==> src/rtl/line_sram_arbiter_if.sv <==
// Request/grant, read-return and SRAM-side signals of the line SRAM arbiter.
// slave = arbiter side, master = requester/SRAM side.
interface line_sram_arbiter_if #(
    parameter int WIDTH   = 10,
    parameter int A_WIDTH = 11
);
    logic               wr_req;
    logic [A_WIDTH-1:0] wr_addr;
    logic [WIDTH-1:0]   wr_data;
    logic               wr_gnt;
    logic               rd_req;
    logic [A_WIDTH-1:0] rd_addr;
    logic               rd_gnt;
    logic [WIDTH-1:0]   rd_data;
    logic               rd_valid;
    logic               err_oob;
    logic               sram_en_n;
    logic               sram_we_n;
    logic [A_WIDTH-1:0] sram_addr;
    logic [WIDTH-1:0]   sram_din;
    logic [WIDTH-1:0]   sram_dout;

    modport slave (
        input  wr_req, wr_addr, wr_data, rd_req, rd_addr, sram_dout,
        output wr_gnt, rd_gnt, rd_data, rd_valid, err_oob,
               sram_en_n, sram_we_n, sram_addr, sram_din
    );

    modport master (
        output wr_req, wr_addr, wr_data, rd_req, rd_addr, sram_dout,
        input  wr_gnt, rd_gnt, rd_data, rd_valid, err_oob,
               sram_en_n, sram_we_n, sram_addr, sram_din
    );
endinterface

==> src/rtl/line_sram_arbiter.sv <==
// Shares one single-port line SRAM between a write stream and a read stream:
// one access per cycle, registered SRAM controls, 2-cycle read return.
module line_sram_arbiter #(
    parameter int DEPTH    = 1920,
    parameter int WIDTH    = 10,
    parameter int A_WIDTH  = 11,
    parameter int PRIORITY = 0
) (
    input logic                 CLK,
    input logic                 reset,
    line_sram_arbiter_if.slave  bus
);

    typedef enum logic {
        PTR_WR = 1'b0,
        PTR_RD = 1'b1
    } ptr_t;

    ptr_t ptr_q, ptr_d;
    logic wr_win, rd_win;
    logic wr_oob, rd_oob;

    logic               en_n_p1, we_n_p1;
    logic [A_WIDTH-1:0] addr_p1;
    logic [WIDTH-1:0]   din_p1;
    logic               vld_p1, oob_p1;
    logic               vld_p2, oob_p2;
    logic               err_q;

    assign wr_oob = 32'(bus.wr_addr) >= 32'(DEPTH);
    assign rd_oob = 32'(bus.rd_addr) >= 32'(DEPTH);

    always_ff @(posedge CLK) begin
        if (reset) ptr_q <= PTR_WR;
        else       ptr_q <= ptr_d;
    end

    // The round-robin pointer only moves when both sides compete.
    always_comb begin
        ptr_d  = ptr_q;
        wr_win = 1'b0;
        rd_win = 1'b0;
        if (bus.wr_req && bus.rd_req) begin
            if (PRIORITY != 0 || ptr_q == PTR_WR) wr_win = 1'b1;
            else                                 rd_win = 1'b1;
            if (PRIORITY == 0) ptr_d = (ptr_q == PTR_WR) ? PTR_RD : PTR_WR;
        end else begin
            wr_win = bus.wr_req;
            rd_win = bus.rd_req;
        end
        if (reset) begin
            wr_win = 1'b0;
            rd_win = 1'b0;
        end
    end

    assign bus.wr_gnt = wr_win;
    assign bus.rd_gnt = rd_win;

    // Stage p1: issue the accepted access to the SRAM
    always_ff @(posedge CLK) begin
        if (reset) begin
            en_n_p1 <= 1'b1;
            we_n_p1 <= 1'b1;
            addr_p1 <= '0;
            din_p1  <= '0;
            vld_p1  <= 1'b0;
            oob_p1  <= 1'b0;
            err_q   <= 1'b0;
        end else begin
            en_n_p1 <= 1'b1;
            we_n_p1 <= 1'b1;
            vld_p1  <= rd_win;
            oob_p1  <= rd_win & rd_oob;
            if (wr_win) begin
                addr_p1 <= bus.wr_addr;
                din_p1  <= bus.wr_data;
                en_n_p1 <= wr_oob;
                we_n_p1 <= wr_oob;
            end else if (rd_win) begin
                addr_p1 <= bus.rd_addr;
                en_n_p1 <= rd_oob;
            end
            if ((wr_win && wr_oob) || (rd_win && rd_oob)) err_q <= 1'b1;
        end
    end

    // Stage p2: SRAM read data is returned straight through
    always_ff @(posedge CLK) begin
        if (reset) begin
            vld_p2 <= 1'b0;
            oob_p2 <= 1'b0;
        end else begin
            vld_p2 <= vld_p1;
            oob_p2 <= oob_p1;
        end
    end

    assign bus.sram_en_n = en_n_p1;
    assign bus.sram_we_n = we_n_p1;
    assign bus.sram_addr = addr_p1;
    assign bus.sram_din  = din_p1;
    assign bus.err_oob   = err_q;
    assign bus.rd_valid  = vld_p2;
    assign bus.rd_data   = (vld_p2 && !oob_p2) ? bus.sram_dout : '0;

endmodule

==> src/flat_wrapper.sv <==
// flat-port wrapper written by rule: the top's interface ports become plain ports
module line_sram_arbiter_flat 
#(
    parameter int DEPTH    = 1920,
    parameter int WIDTH    = 10,
    parameter int A_WIDTH  = 11,
    parameter int PRIORITY = 0
)
  (CLK, reset, bus_wr_req, bus_wr_addr, bus_wr_data, bus_rd_req, bus_rd_addr, bus_sram_dout, bus_wr_gnt, bus_rd_gnt, bus_rd_data, bus_rd_valid, bus_err_oob, bus_sram_en_n, bus_sram_we_n, bus_sram_addr, bus_sram_din);
  line_sram_arbiter_if #(.WIDTH(WIDTH), .A_WIDTH(A_WIDTH)) bus_i ();
  input logic CLK;
  input logic reset;
  input wire logic [$bits(bus_i.wr_req)-1:0] bus_wr_req;
  input wire logic [$bits(bus_i.wr_addr)-1:0] bus_wr_addr;
  input wire logic [$bits(bus_i.wr_data)-1:0] bus_wr_data;
  input wire logic [$bits(bus_i.rd_req)-1:0] bus_rd_req;
  input wire logic [$bits(bus_i.rd_addr)-1:0] bus_rd_addr;
  input wire logic [$bits(bus_i.sram_dout)-1:0] bus_sram_dout;
  output wire logic [$bits(bus_i.wr_gnt)-1:0] bus_wr_gnt;
  output wire logic [$bits(bus_i.rd_gnt)-1:0] bus_rd_gnt;
  output wire logic [$bits(bus_i.rd_data)-1:0] bus_rd_data;
  output wire logic [$bits(bus_i.rd_valid)-1:0] bus_rd_valid;
  output wire logic [$bits(bus_i.err_oob)-1:0] bus_err_oob;
  output wire logic [$bits(bus_i.sram_en_n)-1:0] bus_sram_en_n;
  output wire logic [$bits(bus_i.sram_we_n)-1:0] bus_sram_we_n;
  output wire logic [$bits(bus_i.sram_addr)-1:0] bus_sram_addr;
  output wire logic [$bits(bus_i.sram_din)-1:0] bus_sram_din;
  assign bus_i.wr_req = bus_wr_req;
  assign bus_i.wr_addr = bus_wr_addr;
  assign bus_i.wr_data = bus_wr_data;
  assign bus_i.rd_req = bus_rd_req;
  assign bus_i.rd_addr = bus_rd_addr;
  assign bus_i.sram_dout = bus_sram_dout;
  assign bus_wr_gnt = bus_i.wr_gnt;
  assign bus_rd_gnt = bus_i.rd_gnt;
  assign bus_rd_data = bus_i.rd_data;
  assign bus_rd_valid = bus_i.rd_valid;
  assign bus_err_oob = bus_i.err_oob;
  assign bus_sram_en_n = bus_i.sram_en_n;
  assign bus_sram_we_n = bus_i.sram_we_n;
  assign bus_sram_addr = bus_i.sram_addr;
  assign bus_sram_din = bus_i.sram_din;
  line_sram_arbiter #(.DEPTH(DEPTH), .WIDTH(WIDTH), .A_WIDTH(A_WIDTH), .PRIORITY(PRIORITY)) u_core (.CLK(CLK), .reset(reset), .bus(bus_i));
endmodule
==> config.mk <==
export PLATFORM = sky130hd
export DESIGN_NAME = line_sram_arbiter_flat
export DESIGN_NICKNAME = d
export VERILOG_FILES = /design/src/rtl/line_sram_arbiter_if.sv /design/src/rtl/line_sram_arbiter.sv /design/src/flat_wrapper.sv
export SDC_FILE = /design/constraint.sdc
export NUM_CORES = 1
export LEC_CHECK = 0
export CORE_ASPECT_RATIO = 0.7
export CORE_MARGIN = 5
export CORE_UTILIZATION = 36
export DETAILED_ROUTE_END_ITERATION = 10
export GPL_TIMING_DRIVEN = 0
export PLACE_DENSITY = 0.8
export SYNTH_ARGS = -nofsm -noshare
export SYNTH_HDL_FRONTEND = slang
export SYNTH_SLANG_ARGS = --single-unit
export TNS_END_PERCENT = 30
==> constraint.sdc <==
create_clock -name CLK -period 1.9 [get_ports CLK]
set_clock_uncertainty 0.15 [all_clocks]
set_input_delay 0.38 -clock CLK [delete_from_list [all_inputs] [get_ports CLK]]
set_output_delay 0.38 -clock CLK [all_outputs]
set_load 0.02 [all_outputs]
==> metrics.md, run 1 <==
| Metric | Value |
|---|---|
| Status | finished, final reports clean |
| R2R Setup Slk | between 0.4 and 0.5 ns |
| Post-route ant nets | 0 |
| Fin. Hold Viols | 0 |
| Leak Pwr | 0.950 nW |
| Rows | 18 |
| Hold slack | 0.291 ns |
| Largest net degree at the start of global routing | 11 |
| Maxcap violations | 0 |
| Clk Latency, worst-skew pair | 0.27 ns |
| Fill cells | 300 |
| Port bufs | 82 |
| Startpoint of the worst register-to-register path | u_core.ptr_q |
| CTS buffer count | 5 |
| Synthesized cell area | 1300 um^2 |
| Core Box Area | 3490 um^2 |
| Clock Root Buffer | clkbuf_8 |
| Vias in the first global route | about 1,200 |
| Post-place setup slack | -0.737 ns |
| DR pass1 iterations | 4 |
| WP data arrival | 1.31 ns |
| Min Tclk post-route | around 1.8 ns |
| Initial DRC count | 32 |
| Via density | around 4.7 |
| RSZ-0062 raised after global routing | no |
| Distinct cells, synth | 27 |
| First-pass GRT wire length | approximately 5.7 mm |
| Initial Utilization | 0.372 |
| Setup TNS | 0 ns |
| Power density cells | just under 700 nW/um^2 |
| FF+latch count, synth | 29 |
| Syn nets | approximately 180 |
| DP HPWL | a little under 3 mm |
| Area Growth Syn to Fin | 79.6% |
| Worst Path Required | between 1 and 1.5 ns |
| Final Util | 0.667 |
| Tcrit/Tclk final | 0.970 |
| Antenna violations before repair | 0 |
| Nets | about 280 |
| Wirelength per Cell | ~13 um |
| Clk slew on worst S/H paths | approximately 0.06 ns |
| Synth Instances | between 100 and 150 |
| CP startpoint kind | primary input |
| H-tree depth | 2 |
| Die extent in x | slightly above 80 um |
| Avg Inst Size Synth | 9.54 um^2 |
| Worst Tran Pin Value | roughly 0.44 ns |
| CTS tree | yes |
| Diodes inserted | 0 |
| P_sw | about 410 uW |
| Layout Cell Area excl Fill | approximately 2300 um^2 |
| # setup viols final | 0 |
| Boundary pin count | 83 |
| Clock share of power | 0.321 |
| Rel. slew slack | 0.702 |
| Layout cells sized above 1 | 0.176 |
| Worst Hold Launch | u_core.vld_p1 |
| Worst setup startpoint | bus_rd_req |
| HP Class | reg -> reg |
| Int Pwr | ~1.2 mW |
| Reg power frac | 0.425 |
| Gr usage total | 0.153 |
| CP endpoint | bus_wr_gnt |
| WS Path Type | in -> out |
| Combinational share of power | 0.254 |
| Sw Share | 0.258 |
| Worst R2R Path Depth | 5 |
| Worst r2r dst | u_core.bus.sram_din[9] |
| Bufs on Longest Clock Path | 2 |
| Die Ht | 60.2 um |
| Placer Congestion | slightly below 0.8 |
| Final Worst Setup Slack | 0.0576 ns |
| Grt ovf | 0 |
| DR vias | approximately 1,300 |
| Die area | about 4900 um^2 |
| Synth Warn # | 0 |
| Total Wirelength | 3.75 mm |
| Crit end category | output port |
| Placed Area | between 2000 and 2500 um^2 |
| Sequential-to-total area share from yosys stat | 0.447 |
| Critical path peak fanout | 9 |
| Clk sink count | 29 |
| Final slew viol count | 0 |
| DRC Markers | 0 |
| Worst vdd ir | ~0.56 mV |
| F_max | 543 MHz |
==> worst max-delay path: stages <==
cell,delay [ns]
dlygate4sd2_1,0.30
and2_4,0.21
nor2_4,0.14
buf_8,0.14
buf_4,0.14
==> how the worst min path moves through the flow <==
stage / endpoint / slack [ns] / cells after the start
finish: u_core.bus.rd_valid / 0.29 / 1
global route: u_core.bus.rd_valid / 0.31 / 1
CTS: u_core.oob_p2 / 0.30 / 1
detailed placement: u_core.oob_p2 / 0.29 / 1
global placement: u_core.bus.rd_valid / 0.28 / 1
floorplan: u_core.bus.rd_valid / 0.26 / 1
==> through the flow <==
stage / total power, mW / cells
after CTS: 1.58 / 275
final: 1.58 / 283
after detailed placement: 1.08 / 268
after global placement: 1.07 / 268
after global routing: 1.66 / 283
after floorplan: 0.861 / 136
==> per-layer routing <==
| metal | GRT usage | up-vias | wire length, um |
|---|---|---|---|
| li1 | - | 677 | - |
| met1 | 0.187 | 606 | 1550 |
| met2 | 0.244 | 58 | 1720 |
| met3 | 0.0678 | 2 | 454 |
| met4 | 0.0427 | 0 | 26 |
| met5 | 0 | - | 0 |
==> power by group through the flow <==
stage	Clock (mW)	Sequential [mW]	Combinational (mW)
5_1_grt	0.548	0.679	0.430
3_3_place_gp	0	0.683	0.388
6_report	0.508	0.672	0.401
3_5_place_dp	0	0.685	0.391
4_1_cts	0.519	0.672	0.388
2_1_floorplan	0	0.734	0.127
==> cell type report <==
type	instances	area, um^2	share of cell area
clock buffer	7	86.3	0.0371
timing repair buffer	90	872	0.374
multi-input combinational	96	669	0.287
tap	50	62.6	0.0269
buffer	9	51.3	0.0220
inverter	2	7.51	0.00322
sequential	29	581	0.249
==> registers in the layout (all words and copies together), names as in the netlist <==
name                  count
u_core.oob_p2             1
u_core.bus.rd_valid       1
u_core.bus.sram_din      10
u_core.bus.err_oob        1
u_core.oob_p1             1
u_core.bus.sram_en_n      1
u_core.ptr_q              1
u_core.bus.sram_we_n      1
u_core.bus.sram_addr     11
u_core.vld_p1             1
==> layout by cell type (no fill, tap or decap), drive strengths merged, types with 3 or more instances in the layout <==
master,count
a31oi,11
nor2b,11
and2b,3
nand2,3
buf,12
and2,12
dlygate4sd2,6
clkbuf,13
clkdlybuf4s15,8
dfxtp,29
nand3,11
o21ai,22
mux2,10
clkdlybuf4s50,67
==> synthesized netlist by cell type <==
master | count | area, um^2
nand2b_1 | 1 | 6.26
o21ba_2 | 1 | 10.0
mux2_4 | 7 | 105
nor3_1 | 1 | 5.00
buf_6 | 1 | 11.3
and2_4 | 1 | 8.76
clkbuf_2 | 3 | 15.0
nand4_1 | 2 | 12.5
dfxtp_1 | 29 | 581
a31oi_1 | 11 | 68.8
nor4b_1 | 1 | 8.76
buf_2 | 2 | 10.0
mux2_2 | 3 | 33.8
nor2b_1 | 11 | 68.8
nand2_1 | 3 | 11.3
nand2b_4 | 1 | 13.8
and2_1 | 11 | 68.8
o21ai_0 | 22 | 110
nand3_1 | 11 | 55.1
a22oi_1 | 1 | 7.51
xnor2_1 | 1 | 8.76
and2b_1 | 3 | 22.5
o31a_2 | 1 | 10.0
inv_1 | 2 | 7.51
nor2_4 | 1 | 11.3
and3_2 | 2 | 15.0
clkbuf_1 | 3 | 11.3
==> logic make-up (layout without fill, tap and decap cells) <==
logic type	after synthesis	after routing	synth area share
AO/OA/AOI/OAI	36	36	0.159
flip-flops	29	29	0.447
multiplexers	10	10	0.107
XOR/XNOR	1	1	0.00675
buffers and inverters	11	108	0.0424
AND/OR/NAND/NOR	49	49	0.237
==> repair_timing <==
action	CTS	global route
resized for setup	22	10
setup buffers	0	8
gates cloned	0	0
pin swaps	0	1
hold buffers	0	0
setup endpoints to repair	12	7
Power figures use the tool's default switching activity.
==> run 2: changes to the inputs <==
CTS_CLUSTER_DIAMETER = 120   (was unset)
==> results of run 2 <==
The final DEF is identical to that of run 1; final timing and power are the same.
==> run 3: changes to the inputs <==
REMOVE_ABC_BUFFERS = 1   (was unset)
==> run 3 against run 2 <==
  * Die area is the same
  * Combinational power shrank 5.7%
  * Critical path depth shrank 2
  * Critical endpoint is now bus_rd_data[8]
  * Core utilization shrank 2.4 points
  * Largest power group unchanged
==> metrics.md, run 3 (synthesis gave the netlist of run 1 again) <==
| Metric | Value |
|---|---|
| Combinational share of power | 0.236 |
| Diodes inserted | 0 |
| Most common cell after layout, fill and taps aside | clkdlybuf4s50_1 |
| Placer Congestion | ~0.77 |
| Worst Hold Launch | u_core.oob_p1 |
| Worst Path Required | between 1 and 1.5 ns |
| Placed Area | roughly 2100 um^2 |
| Int Pwr | around 1.2 mW |
| DR vias | about 1,300 |
| Total Wirelength | between 3 and 4 mm |
| DP HPWL | 2.71 mm |
| # hold bufs at CTS | 0 |
| CP startpoint kind | flop |
| Die extent in x | 81.8 um |
| Worst Tran Pin Value | between 0.4 and 0.5 ns |
| Port bufs | 82 |
| Hold slack | roughly 0.28 ns |
| Leak Pwr | 0.884 nW |
| Area Growth Syn to Fin | 73.2% |
| Wirelength per Cell | roughly 14 um |
| Rows | 18 |
| Grt ovf | 0 |
| Initial Utilization | 0.372 |
| Boundary pin count | slightly above 80 |
| Vias in the first global route | 1,248 |
| Worst r2r dst | u_core.bus.sram_din[2] |
| Layout Cell Area excl Fill | 2250 um^2 |
| Final slew viol count | 0 |
| Gr usage total | 0.155 |
| Layout cells sized above 1 | 0.146 |
| Cell Count, Final, Fillers Out | 269 |
| WP data arrival | between 1 and 1.5 ns |
| Min Tclk post-route | approximately 1.8 ns |
| Bufs on Longest Clock Path | 2 |
| Antenna violations before repair | 0 |
| Maxcap violations | 0 |
| Startpoint of the worst register-to-register path | u_core.ptr_q |
| Clk Latency, worst-skew pair | 0.27 ns |
| DRC Markers | 0 |
| Worst vdd ir | approximately 0.58 mV |
| Nets | ~260 |
| Tcrit/Tclk final | 0.957 |
| Worst min-delay path endpoint | u_core.oob_p2 |
| Largest net degree at the start of global routing | 23 |
| Clk slew on worst S/H paths | approximately 0.06 ns |
| Power density cells | approximately 700 nW/um^2 |
| Die area | between 4000 and 5000 um^2 |
| Rel. slew slack | 0.729 |
| DR pass1 iterations | 3 |
| Via density | around 4.7 |
| Die Ht | between 60 and 70 um |
| Most frequent cells in the layout | clkdlybuf4s50_1, dfxtp_1, o21ai_0 |
| Busiest grt layer | met2 |
| Core Box Area | between 3000 and 4000 um^2 |
| # setup viols final | 0 |
| Fin. Hold Viols | 0 |
| Clock share of power | 0.345 |
| Post-route ant nets | 0 |
| CTS buffer count | 5 |
| Reg power frac | 0.420 |
| WS Path Type | reg -> out |
| First-pass GRT wire length | ~5.7 mm |
| HP Class | reg -> reg |
| Max FFs per register | 11 |
| Status | finished, final reports clean |
| Crit end category | output port |
| Met1 GRT Util | 0.187 |
| RSZ-0062 raised after global routing | no |
| Initial DRC count | 51 |
| P_sw | just over 400 uW |
| Clock Root Buffer | clkbuf_8 |
| Post-Place Cells | 259 |
| M2 GR Usage | 0.243 |
| WHS Path Cells | 1 |
| Worst R2R Path Depth | 4 |
| R2R Setup Slk | about 0.37 ns |
| Clk sink count | 29 |
| Met3 Usage GRT | 0.0602 |
| H-tree depth | 2 |
| Sw Share | 0.254 |
| CTS tree | yes |
| F_max | about 550 MHz |
| Critical path peak fanout | 10 |
-- run 3: timing repair --
action | 4_1_cts | 5_1_grt
gates resized for setup | 25 | 9
endpoints found under the setup margin | 36 | 9
pin swaps | 1 | 0
setup buffers | 2 | 0
-- run 3: worst max-delay path by stage --
stage                             start                      to  slack [ns]  depth (start not counted)
CTS                          bus_rd_req              bus_wr_gnt       0.005                          4
detailed placement                reset              bus_wr_gnt       -1.26                          4
finish              u_core.bus.rd_valid          bus_rd_data[8]        0.08                          3
global route        u_core.bus.rd_valid          bus_rd_data[5]      0.0002                          3
floorplan                         reset  u_core.bus.sram_din[0]        0.31                          3
global placement                  reset              bus_wr_gnt       -1.24                          4
-- run 3: area by class of cell --
class,count,area (um^2)
clock buffer,7,96.3
clock inverter,1,5.00
fill,309,1240
inverter,2,11.3
multi-input combinational,96,669
sequential,29,581
tap,50,62.6
timing repair buffer,84,822
-- run 3: critical path, cell delays in order (launching register included) --
cell and delay [ns]:
dfxtp_1 0.32, nor2b_4 0.22, and2_1 0.14, dlygate4sd2_1 0.33
-- run 3: per-stage QoR --
step	setup TNS [ns]	worst slack [ns]	utilization	power [mW]
after floorplan	0	0.314	-	0.849
after global placement	-15.70	-1.24	0.611	1.06
after global routing	0	0.000200	0.644	1.68
after detailed placement	-16.38	-1.26	0.611	1.06
after CTS	0	0.00513	0.642	1.62
final	0	0.0826	0.644	1.60
-- run 3: layer usage --
layer | part of all wire | routed length [um]
met1 | 0.43 | 1600
met2 | 0.44 | 1620
met4 | 0.0087 | 32
met5 | 0 | 0
met3 | 0.12 | 431
-- run 3: power by group through the flow --
stage	combinational [mW]	clock (mW)	sequential, mW
after detailed placement	0.381	0	0.684
after floorplan	0.116	0	0.734
after global routing	0.407	0.598	0.677
after CTS	0.381	0.565	0.672
after global placement	0.378	0	0.683
final	0.378	0.552	0.672
